**src/rtl/mem_arbiter_if.sv**
```systemverilog
`default_nettype none
//==============================================================================
// Module      : mem_arbiter_if
// Description : Bundles the I-side, D-side and downstream line-memory buses
//               seen by the two-port memory arbiter.
// Revision    : 1.0 - initial release
//==============================================================================
interface mem_arbiter_if #(
    parameter int LINE_W = 128,
    parameter int ADDR_W = 12,
    parameter int SEL_W  = 16
);
    // I-side (instruction fetch) port
    logic              i_read;
    logic [ADDR_W-1:0] i_address;
    logic [LINE_W-1:0] i_rdata;
    logic              i_resp;

    // D-side (data) port
    logic              d_read;
    logic              d_write;
    logic [ADDR_W-1:0] d_address;
    logic [LINE_W-1:0] d_wdata;
    logic [SEL_W-1:0]  d_sel;
    logic [LINE_W-1:0] d_rdata;
    logic              d_resp;

    // Shared downstream memory port
    logic              pmem_read;
    logic              pmem_write;
    logic [ADDR_W-1:0] pmem_address;
    logic [LINE_W-1:0] pmem_wdata;
    logic [SEL_W-1:0]  pmem_sel;
    logic [LINE_W-1:0] pmem_rdata;
    logic              pmem_resp;

    // Environment view: the L1 caches plus the downstream memory
    modport master (
        output i_read, i_address,
        output d_read, d_write, d_address, d_wdata, d_sel,
        output pmem_rdata, pmem_resp,
        input  i_rdata, i_resp, d_rdata, d_resp,
        input  pmem_read, pmem_write, pmem_address, pmem_wdata, pmem_sel
    );

    // Arbiter view
    modport slave (
        input  i_read, i_address,
        input  d_read, d_write, d_address, d_wdata, d_sel,
        input  pmem_rdata, pmem_resp,
        output i_rdata, i_resp, d_rdata, d_resp,
        output pmem_read, pmem_write, pmem_address, pmem_wdata, pmem_sel
    );
endinterface

`default_nettype wire

```
**src/rtl/mem_arbiter.sv**
```systemverilog
`default_nettype none
//==============================================================================
// Module      : mem_arbiter
// Description : Grants the I-side or D-side line request to a single shared
//               lower-level memory, one registered transaction at a time, and
//               returns the line plus a one-cycle response to the granted side.
// Revision    : 1.0 - initial release
//==============================================================================
module mem_arbiter #(
    parameter int LINE_W     = 128,
    parameter int ADDR_W     = 12,
    parameter int SEL_W      = 16,
    parameter int D_PRIORITY = 0
) (
    input  wire logic    clk,
    input  wire logic    rst,
    mem_arbiter_if.slave bus
);
    typedef enum logic [2:0] {
        ST_IDLE    = 3'd0,
        ST_SERVE_I = 3'd1,
        ST_SERVE_D = 3'd2,
        ST_RESP_I  = 3'd3,
        ST_RESP_D  = 3'd4
    } state_t;

    localparam logic c_grant_i = 1'b0;
    localparam logic c_grant_d = 1'b1;

    state_t            r_state;
    logic              r_last_grant;
    logic              r_pmem_read;
    logic              r_pmem_write;
    logic [ADDR_W-1:0] r_pmem_address;
    logic [LINE_W-1:0] r_pmem_wdata;
    logic [SEL_W-1:0]  r_pmem_sel;
    logic [LINE_W-1:0] r_i_rdata;
    logic              r_i_resp;
    logic [LINE_W-1:0] r_d_rdata;
    logic              r_d_resp;

    logic              w_i_req;
    logic              w_d_req;
    logic              w_grant_d;

    // Request decode and the IDLE grant decision: D wins when alone, always
    // under fixed priority, or when I had the previous grant.
    assign w_i_req   = bus.i_read;
    assign w_d_req   = bus.d_read | bus.d_write;
    assign w_grant_d = w_d_req & (~w_i_req | (D_PRIORITY != 0) | (r_last_grant == c_grant_i));

    // Arbitration FSM; every output is a register updated here.
    always_ff @(posedge clk) begin
        if (rst) begin
            r_state        <= ST_IDLE;
            r_last_grant   <= c_grant_i;
            r_pmem_read    <= 1'b0;
            r_pmem_write   <= 1'b0;
            r_pmem_address <= '0;
            r_pmem_wdata   <= '0;
            r_pmem_sel     <= '0;
            r_i_rdata      <= '0;
            r_i_resp       <= 1'b0;
            r_d_rdata      <= '0;
            r_d_resp       <= 1'b0;
        end else begin
            r_i_resp <= 1'b0;
            r_d_resp <= 1'b0;
            case (r_state)
                ST_IDLE: begin
                    if (w_grant_d) begin
                        // A simultaneous read and write is issued as a write
                        r_state        <= ST_SERVE_D;
                        r_last_grant   <= c_grant_d;
                        r_pmem_write   <= bus.d_write;
                        r_pmem_read    <= bus.d_read & ~bus.d_write;
                        r_pmem_address <= bus.d_address;
                        r_pmem_wdata   <= bus.d_wdata;
                        r_pmem_sel     <= bus.d_sel;
                    end else if (w_i_req) begin
                        r_state        <= ST_SERVE_I;
                        r_last_grant   <= c_grant_i;
                        r_pmem_write   <= 1'b0;
                        r_pmem_read    <= 1'b1;
                        r_pmem_address <= bus.i_address;
                        r_pmem_wdata   <= '0;
                        r_pmem_sel     <= '1;
                    end
                end
                ST_SERVE_I: begin
                    if (bus.pmem_resp) begin
                        r_state      <= ST_RESP_I;
                        r_i_rdata    <= bus.pmem_rdata;
                        r_i_resp     <= 1'b1;
                        r_pmem_read  <= 1'b0;
                        r_pmem_write <= 1'b0;
                    end
                end
                ST_SERVE_D: begin
                    if (bus.pmem_resp) begin
                        r_state      <= ST_RESP_D;
                        r_d_rdata    <= bus.pmem_rdata;
                        r_d_resp     <= 1'b1;
                        r_pmem_read  <= 1'b0;
                        r_pmem_write <= 1'b0;
                    end
                end
                // RESP states last one cycle so strobes drop between transactions
                default: begin
                    r_state <= ST_IDLE;
                end
            endcase
        end
    end

    assign bus.pmem_read    = r_pmem_read;
    assign bus.pmem_write   = r_pmem_write;
    assign bus.pmem_address = r_pmem_address;
    assign bus.pmem_wdata   = r_pmem_wdata;
    assign bus.pmem_sel     = r_pmem_sel;
    assign bus.i_rdata      = r_i_rdata;
    assign bus.i_resp       = r_i_resp;
    assign bus.d_rdata      = r_d_rdata;
    assign bus.d_resp       = r_d_resp;
endmodule

`default_nettype wire

```
**src/flat_wrapper.sv**
```systemverilog
// flat-port wrapper written by rule: the top's interface ports become plain ports
module mem_arbiter_flat 
#(
    parameter int LINE_W     = 128,
    parameter int ADDR_W     = 12,
    parameter int SEL_W      = 16,
    parameter int D_PRIORITY = 0
)
  (clk, rst, bus_i_read, bus_i_address, bus_d_read, bus_d_write, bus_d_address, bus_d_wdata, bus_d_sel, bus_pmem_rdata, bus_pmem_resp, bus_i_rdata, bus_i_resp, bus_d_rdata, bus_d_resp, bus_pmem_read, bus_pmem_write, bus_pmem_address, bus_pmem_wdata, bus_pmem_sel);
  mem_arbiter_if #(.LINE_W(LINE_W), .ADDR_W(ADDR_W), .SEL_W(SEL_W)) bus_i ();
  input  wire logic clk;
  input  wire logic rst;
  input wire logic [$bits(bus_i.i_read)-1:0] bus_i_read;
  input wire logic [$bits(bus_i.i_address)-1:0] bus_i_address;
  input wire logic [$bits(bus_i.d_read)-1:0] bus_d_read;
  input wire logic [$bits(bus_i.d_write)-1:0] bus_d_write;
  input wire logic [$bits(bus_i.d_address)-1:0] bus_d_address;
  input wire logic [$bits(bus_i.d_wdata)-1:0] bus_d_wdata;
  input wire logic [$bits(bus_i.d_sel)-1:0] bus_d_sel;
  input wire logic [$bits(bus_i.pmem_rdata)-1:0] bus_pmem_rdata;
  input wire logic [$bits(bus_i.pmem_resp)-1:0] bus_pmem_resp;
  output wire logic [$bits(bus_i.i_rdata)-1:0] bus_i_rdata;
  output wire logic [$bits(bus_i.i_resp)-1:0] bus_i_resp;
  output wire logic [$bits(bus_i.d_rdata)-1:0] bus_d_rdata;
  output wire logic [$bits(bus_i.d_resp)-1:0] bus_d_resp;
  output wire logic [$bits(bus_i.pmem_read)-1:0] bus_pmem_read;
  output wire logic [$bits(bus_i.pmem_write)-1:0] bus_pmem_write;
  output wire logic [$bits(bus_i.pmem_address)-1:0] bus_pmem_address;
  output wire logic [$bits(bus_i.pmem_wdata)-1:0] bus_pmem_wdata;
  output wire logic [$bits(bus_i.pmem_sel)-1:0] bus_pmem_sel;
  assign bus_i.i_read = bus_i_read;
  assign bus_i.i_address = bus_i_address;
  assign bus_i.d_read = bus_d_read;
  assign bus_i.d_write = bus_d_write;
  assign bus_i.d_address = bus_d_address;
  assign bus_i.d_wdata = bus_d_wdata;
  assign bus_i.d_sel = bus_d_sel;
  assign bus_i.pmem_rdata = bus_pmem_rdata;
  assign bus_i.pmem_resp = bus_pmem_resp;
  assign bus_i_rdata = bus_i.i_rdata;
  assign bus_i_resp = bus_i.i_resp;
  assign bus_d_rdata = bus_i.d_rdata;
  assign bus_d_resp = bus_i.d_resp;
  assign bus_pmem_read = bus_i.pmem_read;
  assign bus_pmem_write = bus_i.pmem_write;
  assign bus_pmem_address = bus_i.pmem_address;
  assign bus_pmem_wdata = bus_i.pmem_wdata;
  assign bus_pmem_sel = bus_i.pmem_sel;
  mem_arbiter #(.LINE_W(LINE_W), .ADDR_W(ADDR_W), .SEL_W(SEL_W), .D_PRIORITY(D_PRIORITY)) u_core (.clk(clk), .rst(rst), .bus(bus_i));
endmodule
```
**config.mk**
```make
export PLATFORM = sky130hd
export DESIGN_NAME = mem_arbiter_flat
export DESIGN_NICKNAME = d
export VERILOG_FILES = /design/src/rtl/mem_arbiter_if.sv /design/src/rtl/mem_arbiter.sv /design/src/flat_wrapper.sv
export SDC_FILE = /design/constraint.sdc
export NUM_CORES = 1
export LEC_CHECK = 0
export CAP_MARGIN = 20
export CELL_PAD_IN_SITES_DETAIL_PLACEMENT = 1
export CELL_PAD_IN_SITES_GLOBAL_PLACEMENT = 1
export CORE_AREA = 2 2 282 284
export CTS_CLUSTER_DIAMETER = 100
export DETAILED_ROUTE_END_ITERATION = 10
export DIE_AREA = 0 0 284 286
export GPL_TIMING_DRIVEN = 0
export PLACE_DENSITY_LB_ADDON = 0.1
export SLEW_MARGIN = 10
export SYNTH_ARGS = -nofsm -noshare
export SYNTH_HDL_FRONTEND = slang
export SYNTH_SLANG_ARGS = --single-unit
```
**constraint.sdc**
```tcl
create_clock -name clk -period 1.6 [get_ports clk]
set_clock_uncertainty 0.1 [all_clocks]
set_input_delay 0.16 -clock clk [delete_from_list [all_inputs] [get_ports clk]]
set_output_delay 0.16 -clock clk [all_outputs]
set_load 0.01 [all_outputs]
```
==> flow_summary.json <==
{
  "path_class": "reg -> reg",
  "tightest_slew_ps": 887,
  "slowest_delay_ps": 340,
  "overall_routed_net_length_um": 95900,
  "async_reset_ff_share_pct": 0,
  "critPathSlowestCell": "sky130_fd_sc_hd__or3_4",
  "synthTopCellsByCount": "sky130_fd_sc_hd__nand2_1 (540), sky130_fd_sc_hd__dfxtp_1 (420), sky130_fd_sc_hd__a21oi_1 (399), sky130_fd_sc_hd__o21ai_0 (129), sky130_fd_sc_hd__nand3_1 (128)",
  "io_pins": 718,
  "power_report.internal_total_mw": 23.2,
  "drt_pre_antenna_iters": 4,
  "clock_tree_from_tritoncts": "yes",
  "netlist-cell-type-count": 32,
  "min_to": "u_core.bus.pmem_wdata[69]",
  "worstPathCellList": "buf_6, or3_4, buf_12, buf_16, nor2_8, clkbuf_16, a311oi_2",
  "clock_power_share_pct": 37.7,
  "hold_path.startpoint": "bus_d_wdata[69]",
  "startpoint_type_of_the_worst_setup_path": "flip-flop",
  "final_min_period_over_clock_period_pct": 113,
  "post-synth-top-count-cell": "sky130_fd_sc_hd__nand2_1",
  "min-delay-path-class": "in -> reg",
  "cellPowerDensity_mw_per_mm2": 1010,
  "place.port_buffers": 716,
  "clkSlewWorstSetupHoldPaths_ps": 60,
  "setup.worst_path.end_class": "flip-flop",
  "dieWidth_um": 284,
  "detailed_place.area_mm2": 0.0235,
  "yosysWarnings": 0,
  "die_h_um": 286,
  "comb_power_share_pct": 27.0,
  "synth-main-ff-cell": "sky130_fd_sc_hd__dfxtp_1",
  "share_seq_of_total_power_pct": 35.3,
  "place_hpwl_um": 67000,
  "arrival_ps": 2170,
  "floorplan.die_area_mm2": 0.0812,
  "tns_ps": -42180,
  "p_leak_nw": 15.7,
  "worst_path_dominant_cell_family": "buffers and inverters",
  "outcome": "complete, but fails checks",
  "post-route-cell-area_mm2": 0.0332,
  "post_route_cells_drive_above_1_share_pct": 37.6,
  "pin_count_of_the_biggest_net_entering_global_routing": 15,
  "drt_drc_violations_left": 0,
  "cells_on_worst_reg2reg_path": 7,
  "clock-sinks": 420,
  "critical_path_peak_fanout": 8,
  "nets": 3129,
  "postSynthRegisterBits": 420,
  "hold_violations": 0,
  "final_critical_path_setup_slack_ps": -203,
  "reg2reg_setup_slack_ps": -200,
  "cts.root.buffer_cell": "sky130_fd_sc_hd__clkbuf_16",
  "slew_headroom_pct": 40.9,
  "routed_via_density": 4.51,
  "totalPowerFinal_mw": 33.4,
  "power.switching_mw": 10.2,
  "edff_count_synth": 0,
  "antenna_left": 0,
  "worst_r2r_endpoint": "u_core.bus.pmem_address[0]",
  "synth_top_area_share_pct": 56.0,
  "slew_violations": 0,
  "worst_ep_required_time_ps": 1960,
  "cts_inserted_buffers": 54,
  "grtUsageTotal_pct": 21.4,
  "pre_cts_ws_ps": -1210,
  "min_period_ps": 1800,
  "floorplan.initialDensity_pct": 19.1,
  "gp_congestion": 0.832,
  "synth-seq-area-share_pct": 56.0,
  "row_count": 103,
  "clock_latency_ps": 600,
  "post_drt_wl_per_cell_um": 24.4,
  "vias": 17736,
  "critical_path_buf_inv_count": 4,
  "r2r_path_start": "u_core.r_state[1]",
  "rsz0062_at_grt": "yes",
  "grt_first_pass_wirelength_um": 130000,
  "synth.net_count": 2144,
  "netSwitchingFraction_pct": 30.5,
  "finalHoldWorstSlack_ps": 20.3,
  "synthTopCellsByArea": "sky130_fd_sc_hd__dfxtp_1 (56%), sky130_fd_sc_hd__nand2_1 (14%), sky130_fd_sc_hd__a21oi_1 (13%)",
  "fmax_mhz": 555,
  "syn-instance-count": 1842,
  "violations": "negative setup slack",
  "setup_viol": 431,
  "fillers": 8683,
  "drtIter0Drc": 581,
  "synth_largest_area_cell": "sky130_fd_sc_hd__dfxtp_1",
  "synth_area_mm2": 0.0150,
  "ir_worst_vdd_mv": 0.847,
  "areaGrowthSynthToFinish_pct": 121,
  "post_synth.cell_area_avg_um2": 8.14,
  "globalRouteOverflowTotal": 0,
  "drv_cap": 0,
  "grt_pass1_vias": 18608,
  "cts_h_tree_lvls": 2,
  "min_delay_path_depth": 3,
  "antenna_found_initial": 14,
  "cts_max_path_buffers": 3,
  "design.core.area_mm2": 0.0784
}
## registers in the layout (all words and copies together), names as in the netlist
| name | cells |
|---|---|
| u_core.bus.d_rdata | 128 |
| u_core.bus.i_rdata | 128 |
| u_core.bus.pmem_wdata | 128 |
| u_core.bus.pmem_sel | 16 |
| u_core.bus.pmem_address | 12 |
| u_core.r_state | 3 |
| u_core.bus.d_resp | 1 |
| u_core.bus.i_resp | 1 |
| u_core.bus.pmem_read | 1 |
| u_core.bus.pmem_write | 1 |
| u_core.r_last_grant | 1 |
## cells by family (layout without fill, tap and decap cells)
family / Yosys count / after routing / share of synthesized area [%]
AND/OR/NAND/NOR: 684 / 684 / 18.7
AO/OA/AOI/OAI: 563 / 563 / 20.0
flip-flops: 420 / 420 / 56.0
buffers and inverters: 172 / 1202 / 5.14
multiplexers: 2 / 2 / 0.133
XOR/XNOR: 1 / 1 / 0.0584
other: 0 / 10 / 0
## worst max path at each step
stage                                 startpoint                    endpoint  slack, ps  cells after the start
after floorplan                u_core.r_state[0]     u_core.bus.pmem_sel[15]        -70                      7
after global placement             bus_pmem_resp      u_core.bus.i_rdata[17]      -1140                      6
after detailed placement           bus_pmem_resp      u_core.bus.d_rdata[71]      -1210                      6
after CTS                 u_core.bus.i_rdata[37]             bus_i_rdata[37]       -250                      1
after global routing           u_core.r_state[0]     u_core.bus.d_rdata[116]       -250                      8
final                          u_core.r_state[1]  u_core.bus.pmem_address[0]       -200                      7
## layout make-up
cell class	count	area [µm²]	area share, %
timing repair buffer	937	10400	31.2
tap	1050	1310	3.96
multi-input combinational	1250	9440	28.4
antenna	10	25.0	0.0754
sequential	420	8420	25.4
inverter	2	7.51	0.0226
buffer	162	1800	5.42
clock inverter	14	153	0.460
clock buffer	87	1680	5.05
## through the flow
step | instances | utilization [%]
finish | 3932 | 42.4
detailed placement | 3609 | 30.0
global placement | 3608 | 30.0
CTS | 3895 | 37.2
floorplan | 1842 | -
global route | 3932 | 42.4
## worst register-to-register path, stage by stage, from the launching register on
cell and delay [ps]:
sky130_fd_sc_hd__dfxtp_2 320, sky130_fd_sc_hd__buf_6 130, sky130_fd_sc_hd__or3_4 340, sky130_fd_sc_hd__buf_12 170, sky130_fd_sc_hd__buf_16 170, sky130_fd_sc_hd__nor2_8 160
sky130_fd_sc_hd__clkbuf_16 180, sky130_fd_sc_hd__a311oi_2 80
## power groups by stage
stage | logic (mW) | clock network [mW] | registers [mW]
floorplan | 2.01 | 0 | 12.1
global placement | 5.88 | 0 | 11.8
detailed placement | 5.95 | 0 | 11.9
CTS | 7.58 | 12.9 | 11.7
global route | 9.54 | 13.4 | 11.9
finish | 9.03 | 12.6 | 11.8
## cell usage in the layout (no fill, tap or decap), drive strengths merged
cell type,synthesis,routed
mux2i,2,2
a221oi,1,1
clkinv,1,11
a21oi,399,399
or3,2,2
clkbuf,87,261
o2111ai,1,1
o32ai,1,1
dlygate4sd3,0,104
nand2,540,540
nand3,128,128
a211o,1,1
inv,1,2
clkdlybuf4s50,0,300
o211ai,1,1
buf,83,162
nor4bb,2,2
xnor2,1,1
dlymetal6s2s,0,174
bufinv,0,2
nor3,3,3
a311oi,12,12
nor4,2,2
clkinvlp,0,1
nor2,5,5
o2bb2ai,1,1
o221a,15,15
clkdlybuf4s15,0,30
dfxtp,420,420
diode,0,10
dlygate4sd2,0,155
o21ai,129,129
a2bb2oi,1,1
a21bo,1,1
nand4bb,2,2
## routing by layer
metal	part of all wire, %	vias to the layer above	global-route usage [%]
met5	0.037	-	0
met4	4.0	6	8.47
met3	5.6	161	5.51
met2	51	482	38.1
met1	40	8793	24.4
li1	-	8294	-
## what timing repair did
action,in CTS,in global routing
pin swaps,199,473
endpoints found under the setup margin,836,682
hold buffers,104,0
gates cloned,35,32
resized for setup,836,1236
setup buffers,48,13
hold endpoints to repair,111,0
(Power assumes the default switching activity.)
